--- src/rtl/icache.sv ---
// ---------------------------------------------------------------------------
// icache -- direct-mapped, one-word-per-line instruction cache
//
// Serves fetch requests from the fetch unit. A hit returns its word one cycle
// after the request. A miss hands a word-aligned address to the memory
// controller, waits for the returned word, fills the line, and forwards the
// word to the fetch unit. A branch-misprediction rollback discards an idle
// request at once. During an outstanding miss it lets the fill finish but
// suppresses delivery of the word.
//
// Parameters
//   LINES        number of lines (power of two, 2..256)
//
// Ports
//   clkIn        system clock, rising edge
//   rstIn        asynchronous active-low reset
//   rdyIn        global ready; low freezes every register
//   rollback     branch-misprediction flush
//   fetchValid   fetch unit presents fetchPC this cycle
//   fetchPC      PC to fetch (bits [1:0] ignored)
//   icReady      block is idle and accepts a request
//   instValid    one-cycle pulse, inst holds a delivered word
//   inst         delivered instruction word
//   iFlag        fetch request to the memory controller
//   iAddr        word-aligned miss address to the memory controller
//   iDone        memory controller finished; Loaded is valid
//   Loaded       word returned by the memory controller
//   hitCnt       accepted hits   (only with ICACHE_STAT_EN)
//   missCnt      accepted misses (only with ICACHE_STAT_EN)
//
// Optional feature macro: ICACHE_STAT_EN adds the hit/miss counters.
// ---------------------------------------------------------------------------
module icache #(
  parameter int LINES = 16
) (
  input  logic        clkIn,
  input  logic        rstIn,
  input  logic        rdyIn,
  input  logic        rollback,
  input  logic        fetchValid,
  input  logic [31:0] fetchPC,
  output logic        icReady,
  output logic        instValid,
  output logic [31:0] inst,
  output logic        iFlag,
  output logic [31:0] iAddr,
  input  logic        iDone,
  input  logic [31:0] Loaded
`ifdef ICACHE_STAT_EN
  ,
  output logic [31:0] hitCnt,
  output logic [31:0] missCnt
`endif
);

  localparam int IDX  = $clog2(LINES);
  localparam int TAGW = 30 - IDX;

  typedef enum logic [1:0] {
    IDLE = 2'd0,
    MISS = 2'd1,
    KILL = 2'd2
  } state_t;

  state_t state;
  state_t state_next;

  logic [LINES-1:0] valid_bits;
  logic [TAGW-1:0]  tag_mem  [LINES];
  logic [31:0]      data_mem [LINES];

  logic [IDX-1:0]  fetch_idx;
  logic [TAGW-1:0] fetch_tag;
  logic [IDX-1:0]  fill_idx;
  logic [TAGW-1:0] fill_tag;
  logic            hit;

  logic        inst_valid_next;
  logic [31:0] inst_next;
  logic        iflag_next;
  logic [31:0] iaddr_next;
  logic        fill_en;
  logic        hit_evt;
  logic        miss_evt;

  // The byte-offset bits carry no information for a word cache.
  logic unused_bits;
  assign unused_bits = ^{fetchPC[1:0], iAddr[1:0], hit_evt, miss_evt};

  // The pending miss address doubles as the latched PC, so the fill
  // index and tag come from iAddr rather than from a separate register.
  assign fetch_idx = fetchPC[IDX+1:2];
  assign fetch_tag = fetchPC[31:IDX+2];
  assign fill_idx  = iAddr[IDX+1:2];
  assign fill_tag  = iAddr[31:IDX+2];
  assign hit       = valid_bits[fetch_idx] && (tag_mem[fetch_idx] == fetch_tag);

  assign icReady = (state == IDLE);

  // Next-state and next-output logic. When rdyIn is low, everything keeps
  // its value and the inputs are not looked at. A rollback that arrives in
  // the same cycle as iDone during MISS is treated like a kill: the line is
  // still filled, but the stale word is not delivered.
  always_comb begin
    state_next      = state;
    inst_valid_next = 1'b0;
    inst_next       = inst;
    iflag_next      = iFlag;
    iaddr_next      = iAddr;
    fill_en         = 1'b0;
    hit_evt         = 1'b0;
    miss_evt        = 1'b0;

    if (!rdyIn) begin
      inst_valid_next = instValid;
    end else begin
      case (state)
        IDLE: begin
          if (rollback) begin
            state_next = IDLE;
          end else if (fetchValid) begin
            if (hit) begin
              inst_valid_next = 1'b1;
              inst_next       = data_mem[fetch_idx];
              hit_evt         = 1'b1;
            end else begin
              iflag_next = 1'b1;
              iaddr_next = {fetchPC[31:2], 2'b00};
              state_next = MISS;
              miss_evt   = 1'b1;
            end
          end
        end
        MISS: begin
          if (iDone) begin
            fill_en    = 1'b1;
            iflag_next = 1'b0;
            state_next = IDLE;
            if (!rollback) begin
              inst_valid_next = 1'b1;
              inst_next       = Loaded;
            end
          end else if (rollback) begin
            state_next = KILL;
          end
        end
        KILL: begin
          if (iDone) begin
            fill_en    = 1'b1;
            iflag_next = 1'b0;
            state_next = IDLE;
          end
        end
        default: begin
          state_next = IDLE;
          iflag_next = 1'b0;
        end
      endcase
    end
  end

  // State and control registers, plus the valid bits. Reset drops any
  // outstanding fetch, so an iDone that arrives after it lands in IDLE
  // and is ignored.
  always_ff @(posedge clkIn or negedge rstIn) begin
    if (!rstIn) begin
      state      <= IDLE;
      instValid  <= 1'b0;
      inst       <= 32'd0;
      iFlag      <= 1'b0;
      iAddr      <= 32'd0;
      valid_bits <= '0;
    end else begin
      state     <= state_next;
      instValid <= inst_valid_next;
      inst      <= inst_next;
      iFlag     <= iflag_next;
      iAddr     <= iaddr_next;
      if (fill_en) begin
        valid_bits[fill_idx] <= 1'b1;
      end
    end
  end

  // Tag and data storage. These need no reset because the valid bits gate
  // every use of them. A fill overwrites whatever the line held before.
  always_ff @(posedge clkIn) begin
    if (fill_en) begin
      tag_mem[fill_idx]  <= fill_tag;
      data_mem[fill_idx] <= Loaded;
    end
  end

`ifdef ICACHE_STAT_EN
  // Free-running statistics counters. They count only accepted requests,
  // so requests that are frozen, rolled back, or ignored are not counted.
  always_ff @(posedge clkIn or negedge rstIn) begin
    if (!rstIn) begin
      hitCnt  <= 32'd0;
      missCnt <= 32'd0;
    end else begin
      if (hit_evt) begin
        hitCnt <= hitCnt + 32'd1;
      end
      if (miss_evt) begin
        missCnt <= missCnt + 32'd1;
      end
    end
  end
`endif

endmodule

--- config.mk ---
export PLATFORM = sky130hd
export DESIGN_NAME = icache
export DESIGN_NICKNAME = d
export VERILOG_FILES = /design/src/rtl/icache.sv
export SDC_FILE = /design/constraint.sdc
export NUM_CORES = 1
export LEC_CHECK = 0
export ABC_CLOCK_PERIOD_IN_PS = 5710
export CAP_MARGIN = 20
export CELL_PAD_IN_SITES_DETAIL_PLACEMENT = 0
export CELL_PAD_IN_SITES_GLOBAL_PLACEMENT = 1
export CORE_MARGIN = 4
export CORE_UTILIZATION = 49
export DETAILED_ROUTE_END_ITERATION = 8
export HOLD_SLACK_MARGIN = 0.05
export PLACE_DENSITY = 0.84
export SYNTH_ARGS = -nofsm -noshare
export SYNTH_HDL_FRONTEND = slang
export SYNTH_SLANG_ARGS = --single-unit
--- constraint.sdc ---
create_clock -name clkIn -period 5.71 [get_ports clkIn]
set_input_delay 1.142 -clock clkIn [delete_from_list [all_inputs] [get_ports clkIn]]
set_output_delay 1.142 -clock clkIn [all_outputs]
set_load 0.005 [all_outputs]
[Word level (Yosys, flattened, before mapping)]
Memory sizes are Yosys's and may differ from the RTL's.
Index checks and enable logic that the tools add are counted.
Widths: inputs -> output; s select.
Cells by class
  multiplexer cells: 33
  divide/modulo/power cells: 0
  shifts and indexed selects: 0
  bitwise operators: 3
  add/sub/neg operators: 0
  $mul: 0
  reductions and logical operators: 9
  eq/ne operators: 14
  $lt $le $gt $ge: 3
Operators by type and width (count)
  $mux 32: 5
  $pmux 32 s2: 1
  $eq 26x26->1: 1
  $mux 1: 16
  $or 16x16->16: 1
  $reduce_and 5->1: 3
  $mux 2: 6
  $ne 2x2->1 const B: 6
  $lt 4x5->1 const B: 2
  $ne 3x3->1 const B: 3
  $reduce_and 7->1: 1
  $pmux 2 s3: 1
  $bmux 1 s4: 1
  $demux 1 s4: 1
  $ge 4x1->1 const B: 1
  $ne 2x1->1 const B: 2
  $pmux 1 s2: 2
  $eq 2x1->1 const B: 1
  $eq 2x2->1 const B: 1
  $logic_and 1x1->1: 2
  $logic_not 2->1: 1
  $not 1->1: 2
  $reduce_bool 2->1: 1
  $reduce_or 2->1: 1
Word-level totals
  output and inout bits: 67
  logic and storage cells: 70
  memory bits (read-only): 0
  bits in registers: 82
  bits in latches: 0
  memories: 2
  bits in writable memories: 928
  bits of input ports: 70
Memories
  data_mem: depth 16, bits a word 32, rd ports 1, clocked after memory_dff 0, wr ports 1, line 70  | logic [31:0] data_mem [LINES];
  tag_mem: depth 16, bits a word 26, rd ports 1, clocked after memory_dff 0, wr ports 1, line 69  | logic [TAGW-1:0] tag_mem [LINES];

[Depth between registers and ports, before layout]
Gate-level depths: netlist of run 1.
  depth in word-level cells: 7
  mapped depth: 14
  depth with buffers taken out: 8

[Worst setup path after synthesis of run 1]
Ideal clock, no wire load.
  path kind: input to register
  start point: input port rdyIn
  end point: register valid_bits[0]
  setup time: 89 ps
  data arrival time: 6063 ps
  required time: 5621 ps
  cell stages on the path: 4
  path buffers: 0
  slack: -442 ps
  cell sequence: nand3_1 -> or3_1 -> nor3_1 -> or2_2
Between the ends
  cells in the longest elaborated chain, start to end: 1
RTL lines
  from (decl): line 38  | input logic rdyIn,
  $mux 1: line 114  | if (!rdyIn) begin
  to (signal assigned): line 172  | valid_bits <= '0;
  to (signal, indexed assignment): line 180  | valid_bits[fill_idx] <= 1'b1;
  to (decl): line 68  | logic [LINES-1:0] valid_bits;
No other way between the ends.
A chain may end at the register's enable or synchronous reset.

[Worst setup path after layout of run 1]
  start point: input port fetchPC[4]
  end point: register iAddr[10]
Between the ends
  cells in the longest elaborated chain, start to end: 5
RTL lines
  from (decl): line 41  | input logic [31:0] fetchPC,
  $mem_v2 16x26 or $bmux 1 s4 (tied branches)
  $eq 26x26->1 or $mux 1 (tied branches): line 96  | assign hit = valid_bits[fetch_idx] && (tag_mem[fetch_idx] == fetch_tag);
  $logic_and 1x1->1 *: line 96
  $not 1->1 (no line) *
  $reduce_and 5->1 (no line) *
  to (signal assigned): line 178  | iAddr <= iaddr_next;
  to (decl): line 46  | output logic [31:0] iAddr,
Every way passes the cells marked *; elsewhere a longest branch is shown, timed or not. The select of a mux whose other input is x is not followed.

==> out/metrics.csv, run 1 <==
stage,metric,value,unit
setup_path,start_kind,input pin,
sta,fmaxAchievable,216,MHz
setup_path,crit_path_end_kind,flip-flop,
grt,grtUsageTotal,20.3,%
final_layout,drive_gt1_share,29.9,%
clock_network,post-cts-setup-buffer-count,0,
final_layout,nNetsFinal,1957,
min_path,min_to,valid_bits[0],
route,wl_met1,33.4,mm
outcome,status,finished clean,
final_layout,fin_util,57.4,%
synth,synth_top_area_share,70.8,%
clock_network,cts_root_buf,clkbuf_16,
floorplanning,io_pins,137,
setup_path,cp_data_arrival_time,5.15,ns
grt,grt_pass1_wl,128,mm
min_path,hold_path_startpoint,valid_bits[0],
placement,dp_hpwl,44.6,mm
placement,dp.cells,2838,
route,dr_total_vias,18198,
sta,period_share,81.3,%
clock_network,clk_path_buf_depth,3,
synth,syn-cell-area,39400,sq um
placement,dp_slack,0.422,ns
floorplanning,rows,103,
setup_path,rrSetupSlack,1.81,ns
synth,synth_ff_type,edfxtp_1,
sta,rsz0062_at_grt,false,
clock_network,cts_sinks,1010,
route,vias_per_cell,6.04,
pwr,peakVddDrop,312,uV
route,ant_nets,0,
sta,holdWs,0.464,ns
route,wl_per_cell,28.3,um
final_layout,multi_input_area,9060,sq um
route,wl,85.4,mm
sta,hold_viol_final,0,
sta,slew_headroom,31.7,%
synth,ys_ff_latch,1010,
setup_path,worstPathRequired,6.22,ns
pwr,p_leak,14.8,nW
sta,layout_min_cycle_time,4.64,ns
clock_network,cts_buffers,94,
clock_network,clk_latency,0.66,ns
sta,setup_viol,0,
synth,yosys-top-cells-count,"928 x edfxtp_1, 250 x mux4_2, 95 x mux2_2, 82 x dfrtp_1, 53 x mux2i_1",
grt,grt_max_degree,65,
synth,synth-seq-area-share,76.0,%
min_path,min_path_type,flip-flop to flip-flop,
floorplanning,die_w,291,um
final_layout,final_cell_count_no_fill,3015,
job,max_cap_viol_count,0,
floorplanning,start_util,49.7,%
route,wl_met3,6.44,mm
route,met2WireLength,43.8,mm
setup_path,r2r-start,tag_mem[15][1],
synth,synth_area_per_cell,23.3,sq um
sta,drv_slew,0,
route,drc,0,
synth,synthArstFlopShare,8.12,%
synth,yosys_warnings,0,
synth,yosysMostFrequentCell,edfxtp_1,
setup_path,path_class,input pin to flip-flop,
synth,synth_area_leaders,"edfxtp_1 71%, mux4_2 14%, dfrtp_1 5.2%",
sta,setup_ws,1.07,ns
synth,synth_cell_types,49,
sta,tightest_slew,1.03,ns
synth,synth_area_leader_cell,edfxtp_1,
floorplanning,die_y,291,um
final_layout,register_area,29900,sq um
setup_path,timing.rr.end,iAddr[10],
route,drt_pre_antenna_iters,5,
synth,synth_edf_count,928,
clock_network,htreeDepth,3,
final_layout,fillCellCount,5487,
placement,io_buffer_count,132,
route,drtIter0Drc,1997,
clock_network,cts_tree,built,
floorplanning,coreArea,79300,sq um
pwr,cellPowerDensity,400,nW/um^2
min_path,holdPathStages,1,
final_layout,area_growth_syn_to_layout,15.6,%
grt,grt_pass1_vias,19201,
sta,skew,0.0351,ns
clock_network,ctsResizeCount,0,
grt,antenna_found_initial,7,
placement,gp_congestion,0.747,
route,dr.max_layer_used,met5,
setup_path,rr_worst_depth,9,
floorplanning,die_area,84900,sq um
grt,gr-total-overflow,0,
synth,syn_inst,1690,
setup_path,path_max_fanout,49,
clock_network,hold_buffers,0,
clock_network,clk_pin_slew,0.07,ns
sta,finalSetupTns,0,ns
[worst max-delay path by stage]
stage | from | endpoint | slack (ns) | cells after the start
2_1_floorplan | rdyIn | data_mem[1][0] | 1.16 | 3
3_3_place_gp | fetchPC[4] | iAddr[22] | 0.47 | 10
3_5_place_dp | fetchPC[4] | iAddr[2] | 0.42 | 10
4_1_cts | fetchPC[4] | iAddr[10] | 1.08 | 10
5_1_grt | fetchPC[4] | iAddr[20] | 0.91 | 10
6_report | fetchPC[4] | iAddr[10] | 1.07 | 10
[critical path, cell delays in order]
cell	delay (ns)
buf_6	0.53
mux4_2	0.59
mux4_2	0.49
xnor2_1	0.18
nand4_1	0.31
a2111oi_2	0.40
nand4_2	0.38
o2111ai_4	0.34
buf_4	0.36
mux2_2	0.38
[placed cells by master, fill, tap and decap left out, types with 7 or more instances in the layout]
| cell | Yosys | final |
|---|---|---|
| edfxtp_1 | 928 | 928 |
| xor2_1 | 20 | 20 |
| nand3_1 | 8 | 8 |
| clkinv_2 | 0 | 16 |
| mux4_1 | 21 | 21 |
| clkinv_1 | 0 | 13 |
| dfrtp_1 | 82 | 82 |
| mux4_2 | 250 | 250 |
| mux2i_1 | 53 | 53 |
| clkbuf_1 | 19 | 12 |
| clkdlybuf4s50_1 | 0 | 127 |
| clkbuf_16 | 0 | 95 |
| nand2b_1 | 9 | 9 |
| nand2_1 | 14 | 14 |
| or2_2 | 16 | 16 |
| bufinv_16 | 0 | 19 |
| buf_12 | 0 | 11 |
| nor2b_1 | 7 | 7 |
| xnor2_1 | 14 | 14 |
| nor2_4 | 0 | 12 |
| mux2_2 | 95 | 95 |
| nor2_1 | 27 | 15 |
| buf_4 | 15 | 41 |
[flip-flops by register name, summed over array words and instances, names as in the netlist]
register and cells:
data_mem 512, tag_mem 416, inst 32, iAddr 30, valid_bits 16, state 2, iFlag 1, instValid 1
[cells by family (layout without fill, tap and decap cells)]
| kind of cell | count (synthesis) | in the layout | synth area share (%) |
|---|---|---|---|
| and+or+nand+nor | 100 | 100 | 1.30 |
| muxes | 422 | 422 | 19.9 |
| DFF | 1010 | 1010 | 76.0 |
| other | 1 | 5 | 0.00953 |
| buffers and inverters | 91 | 362 | 1.34 |
| xor gates and xnor gates | 34 | 34 | 0.757 |
| AOI/OAI and AO/OA | 29 | 29 | 0.617 |
| adders and majority gates | 3 | 3 | 0.0954 |
[stage by stage]
stage	power [mW]	cell area (sq um)
finish	18.2	45500
global route	18.9	45500
detailed placement	11.7	42200
global placement	11.6	42200
floorplan	10.5	39400
CTS	18.4	45500
[routing by layer]
layer  global-route usage [%]  up-vias
met5                        0        -
met4                     5.39        6
met3                     3.91      122
met2                     34.0      758
met1                     27.6     9786
li1                         -     7526
[power by group]
group	internal, mW	switching (mW)
logic	1.05	0.895
registers	8.97	0.617
clock network	3.98	2.69
[area by class of cell]
| type | instances | area share (%) |
|---|---|---|
| diodes | 3 | 0.0165 |
| clock buffers | 111 | 5.44 |
| clock inverters | 63 | 1.88 |
| inverters | 6 | 0.0495 |
| multi-input cells | 590 | 19.9 |
| flip-flops and latches | 1010 | 65.8 |
| well taps | 1050 | 2.89 |
| repair buffers | 182 | 4.05 |
No activity file was read; power rests on OpenSTA's default activity.
==> run 2, diff against run 1 <==
==> config.mk (replaced) <==
export PLATFORM = sky130hd
export DESIGN_NAME = icache
export DESIGN_NICKNAME = d
export VERILOG_FILES = /design/src/rtl/icache.sv
export SDC_FILE = /design/constraint.sdc
export NUM_CORES = 1
export LEC_CHECK = 0
export ABC_CLOCK_PERIOD_IN_PS = 4600
export CAP_MARGIN = 20
export CELL_PAD_IN_SITES_DETAIL_PLACEMENT = 0
export CELL_PAD_IN_SITES_GLOBAL_PLACEMENT = 1
export CORE_MARGIN = 4
export CORE_UTILIZATION = 54
export DETAILED_ROUTE_END_ITERATION = 8
export HOLD_SLACK_MARGIN = 0.05
export PLACE_DENSITY = 0.88
export SYNTH_ARGS = -nofsm -noshare
export SYNTH_HDL_FRONTEND = slang
export SYNTH_SLANG_ARGS = --single-unit
==> constraint.sdc (replaced) <==
create_clock -name clkIn -period 4.6 [get_ports clkIn]
set_input_delay 0.92 -clock clkIn [delete_from_list [all_inputs] [get_ports clkIn]]
set_output_delay 0.92 -clock clkIn [all_outputs]
set_load 0.005 [all_outputs]
==> out/metrics.csv, run 2 (synthesis gave the netlist of run 1 again) <==
stage,metric,value,unit
sta,tightest_slew,0.878,ns
sta,hold_viol_final,0,
placement,dp_hpwl,47.2,mm
placement,io_buffer_count,132,
clock_network,cts_buffers,95,
pwr,cellPowerDensity,495,nW/um^2
setup_path,cp_slowest_cell,mux4_1,
setup_path,crit_family,multiplexers,
clock_network,hold_buffers,0,
floorplanning,io_pins,137,
setup_path,cp_data_arrival_time,4.47,ns
setup_path,start_kind,input pin,
final_layout,regMostFlops,data_mem,
clock_network,clk_latency,0.65,ns
sta,layout_min_cycle_time,3.95,ns
floorplanning,rows,98,
clock_network,ctsResizeCount,0,
final_layout,largest_register_ffs,512,
final_layout,area_growth_syn_to_layout,15.7,%
setup_path,crit_path_end_kind,flip-flop,
clock_network,cts_root_buf,clkbuf_16,
job,max_cap_viol_count,0,
outcome,status,finished clean,
clock_network,post-cts-setup-buffer-count,0,
grt,grt_max_degree,60,
route,dr_total_vias,19027,
route,drt_pre_antenna_iters,7,
floorplanning,die_area,77300,sq um
route,vias_per_cell,6.48,
sta,drv_slew,0,
setup_path,worstPathRequired,5.12,ns
clock_network,cts_tree,built,
setup_path,critPathLaunch,fetchPC[2],
final_layout,top_regs,"data_mem (512), tag_mem (416), inst (32)",
grt,grt_pass1_vias,19899,
floorplanning,die_y,278,um
grt,antenna_found_initial,5,
sta,period_share,85.8,%
pwr,peakVddDrop,297,uV
setup_path,critPathBufInv,3,
clock_network,clk_pin_slew,0.06,ns
route,ant_nets,0,
route,wl_per_cell,31.6,um
placement,gp_congestion,0.779,
clock_network,htreeDepth,3,
grt,grt_pass1_wl,136,mm
grt,grtUsageTotal,24.1,%
final_layout,multi_input_area,9060,sq um
final_layout,layout_common_cells,"928 x edfxtp_1, 250 x mux4_2, 127 x clkdlybuf4s50_1",
route,drc,0,
sta,rsz0062_at_grt,false,
setup_path,r2r-start,tag_mem[11][0],
pwr,finalPower,22.5,mW
floorplanning,start_util,54.8,%
final_layout,layout_commonest_cell,edfxtp_1,
route,drtIter0Drc,2422,
setup_path,max_stage_delay,0.60,ns
min_path,min_path_type,input pin to asynchronous set/reset pin,
sta,finalSetupTns,0,ns
setup_path,crit_chain,buf_8 -> mux4_1 -> mux4_2 -> xnor2_1 -> nand4_1 -> a2111oi_2 -> nand4_2 -> buf_4 -> o31ai_4 -> buf_12 -> mux2_2,
floorplanning,coreArea,71900,sq um
clock_network,cts_sinks,1010,
sta,slew_headroom,41.5,%
sta,skew,0.0315,ns
floorplanning,die_w,278,um
sta,setup_viol,0,
setup_path,path_max_fanout,32,
pwr,p_leak,14.9,nW
sta,fmaxAchievable,253,MHz
final_layout,nNetsFinal,1975,
route,wl,92.7,mm
final_layout,drive_gt1_share,30.5,%
setup_path,path_class,input pin to flip-flop,
final_layout,register_area,29900,sq um
clock_network,clk_path_buf_depth,3,
grt,gr-total-overflow,0,
final_layout,fillCellCount,4511,
-- run 2: cell types whose count changed in the layout (fill, tap and decap cells not counted), moves of 3 or more --
cell	change
buf_12	+11
buf_4	+6
bufinv_16	-7
clkbuf_1	+10
clkbuf_16	+3
clkbuf_8	+4
clkinv_1	-7
clkinv_2	+4
-- run 2: final timing paths --
kind | endpoint | slack [ns] | cells past startpoint
worst max-delay path | inst[15] | 0.65 | 11
worst min-delay path | iAddr[22] | 0.39 | 1
max in group asynchronous | inst[25] | 3.08 | 2
worst max register to register | inst[15] | 0.89 | 10
worst min register to register | valid_bits[14] | 0.47 | 1
min in group clkIn | valid_bits[14] | 0.47 | 1
-- run 2: layout make-up --
| cell class | instances | area share (%) |
|---|---|---|
| diodes | 2 | 0.0110 |
| multi-input cells | 590 | 19.9 |
| clock inverters | 51 | 1.31 |
| repair buffers | 199 | 4.62 |
| clock buffers | 128 | 5.81 |
| well taps | 950 | 2.61 |
| inverters | 6 | 0.0494 |
| flip-flops and latches | 1010 | 65.7 |
-- run 2: per-stage QoR --
step	setup WS, ns	instances	util (%)	hold slack (ns)	cell area [sq um]
after floorplan	0.270	1691	-	0.430	39400
after global placement	0.0942	2755	58.9	0.443	42300
after detailed placement	0.0418	2755	58.9	0.448	42300
after CTS	0.687	2934	63.4	0.394	45500
after global routing	0.564	2936	63.4	0.426	45500
final	0.653	2936	63.4	0.392	45500
-- run 2: routing by layer --
layer	track usage [%]	vias up	wire, um
met5	0	-	37
met4	7.95	6	2670
met3	4.15	195	8000
met2	40.8	1136	48400
met1	32.4	10148	33600
li1	-	7542	-
-- run 2: power by group --
part           total (mW)  switching [mW]  internal [mW]  leakage (nW)
combinational        2.50            1.17           1.33          3.93
sequential           11.9           0.784           11.1          9.38
clock                8.12            3.39           4.73          1.59
total                22.5            5.34           17.2          14.9
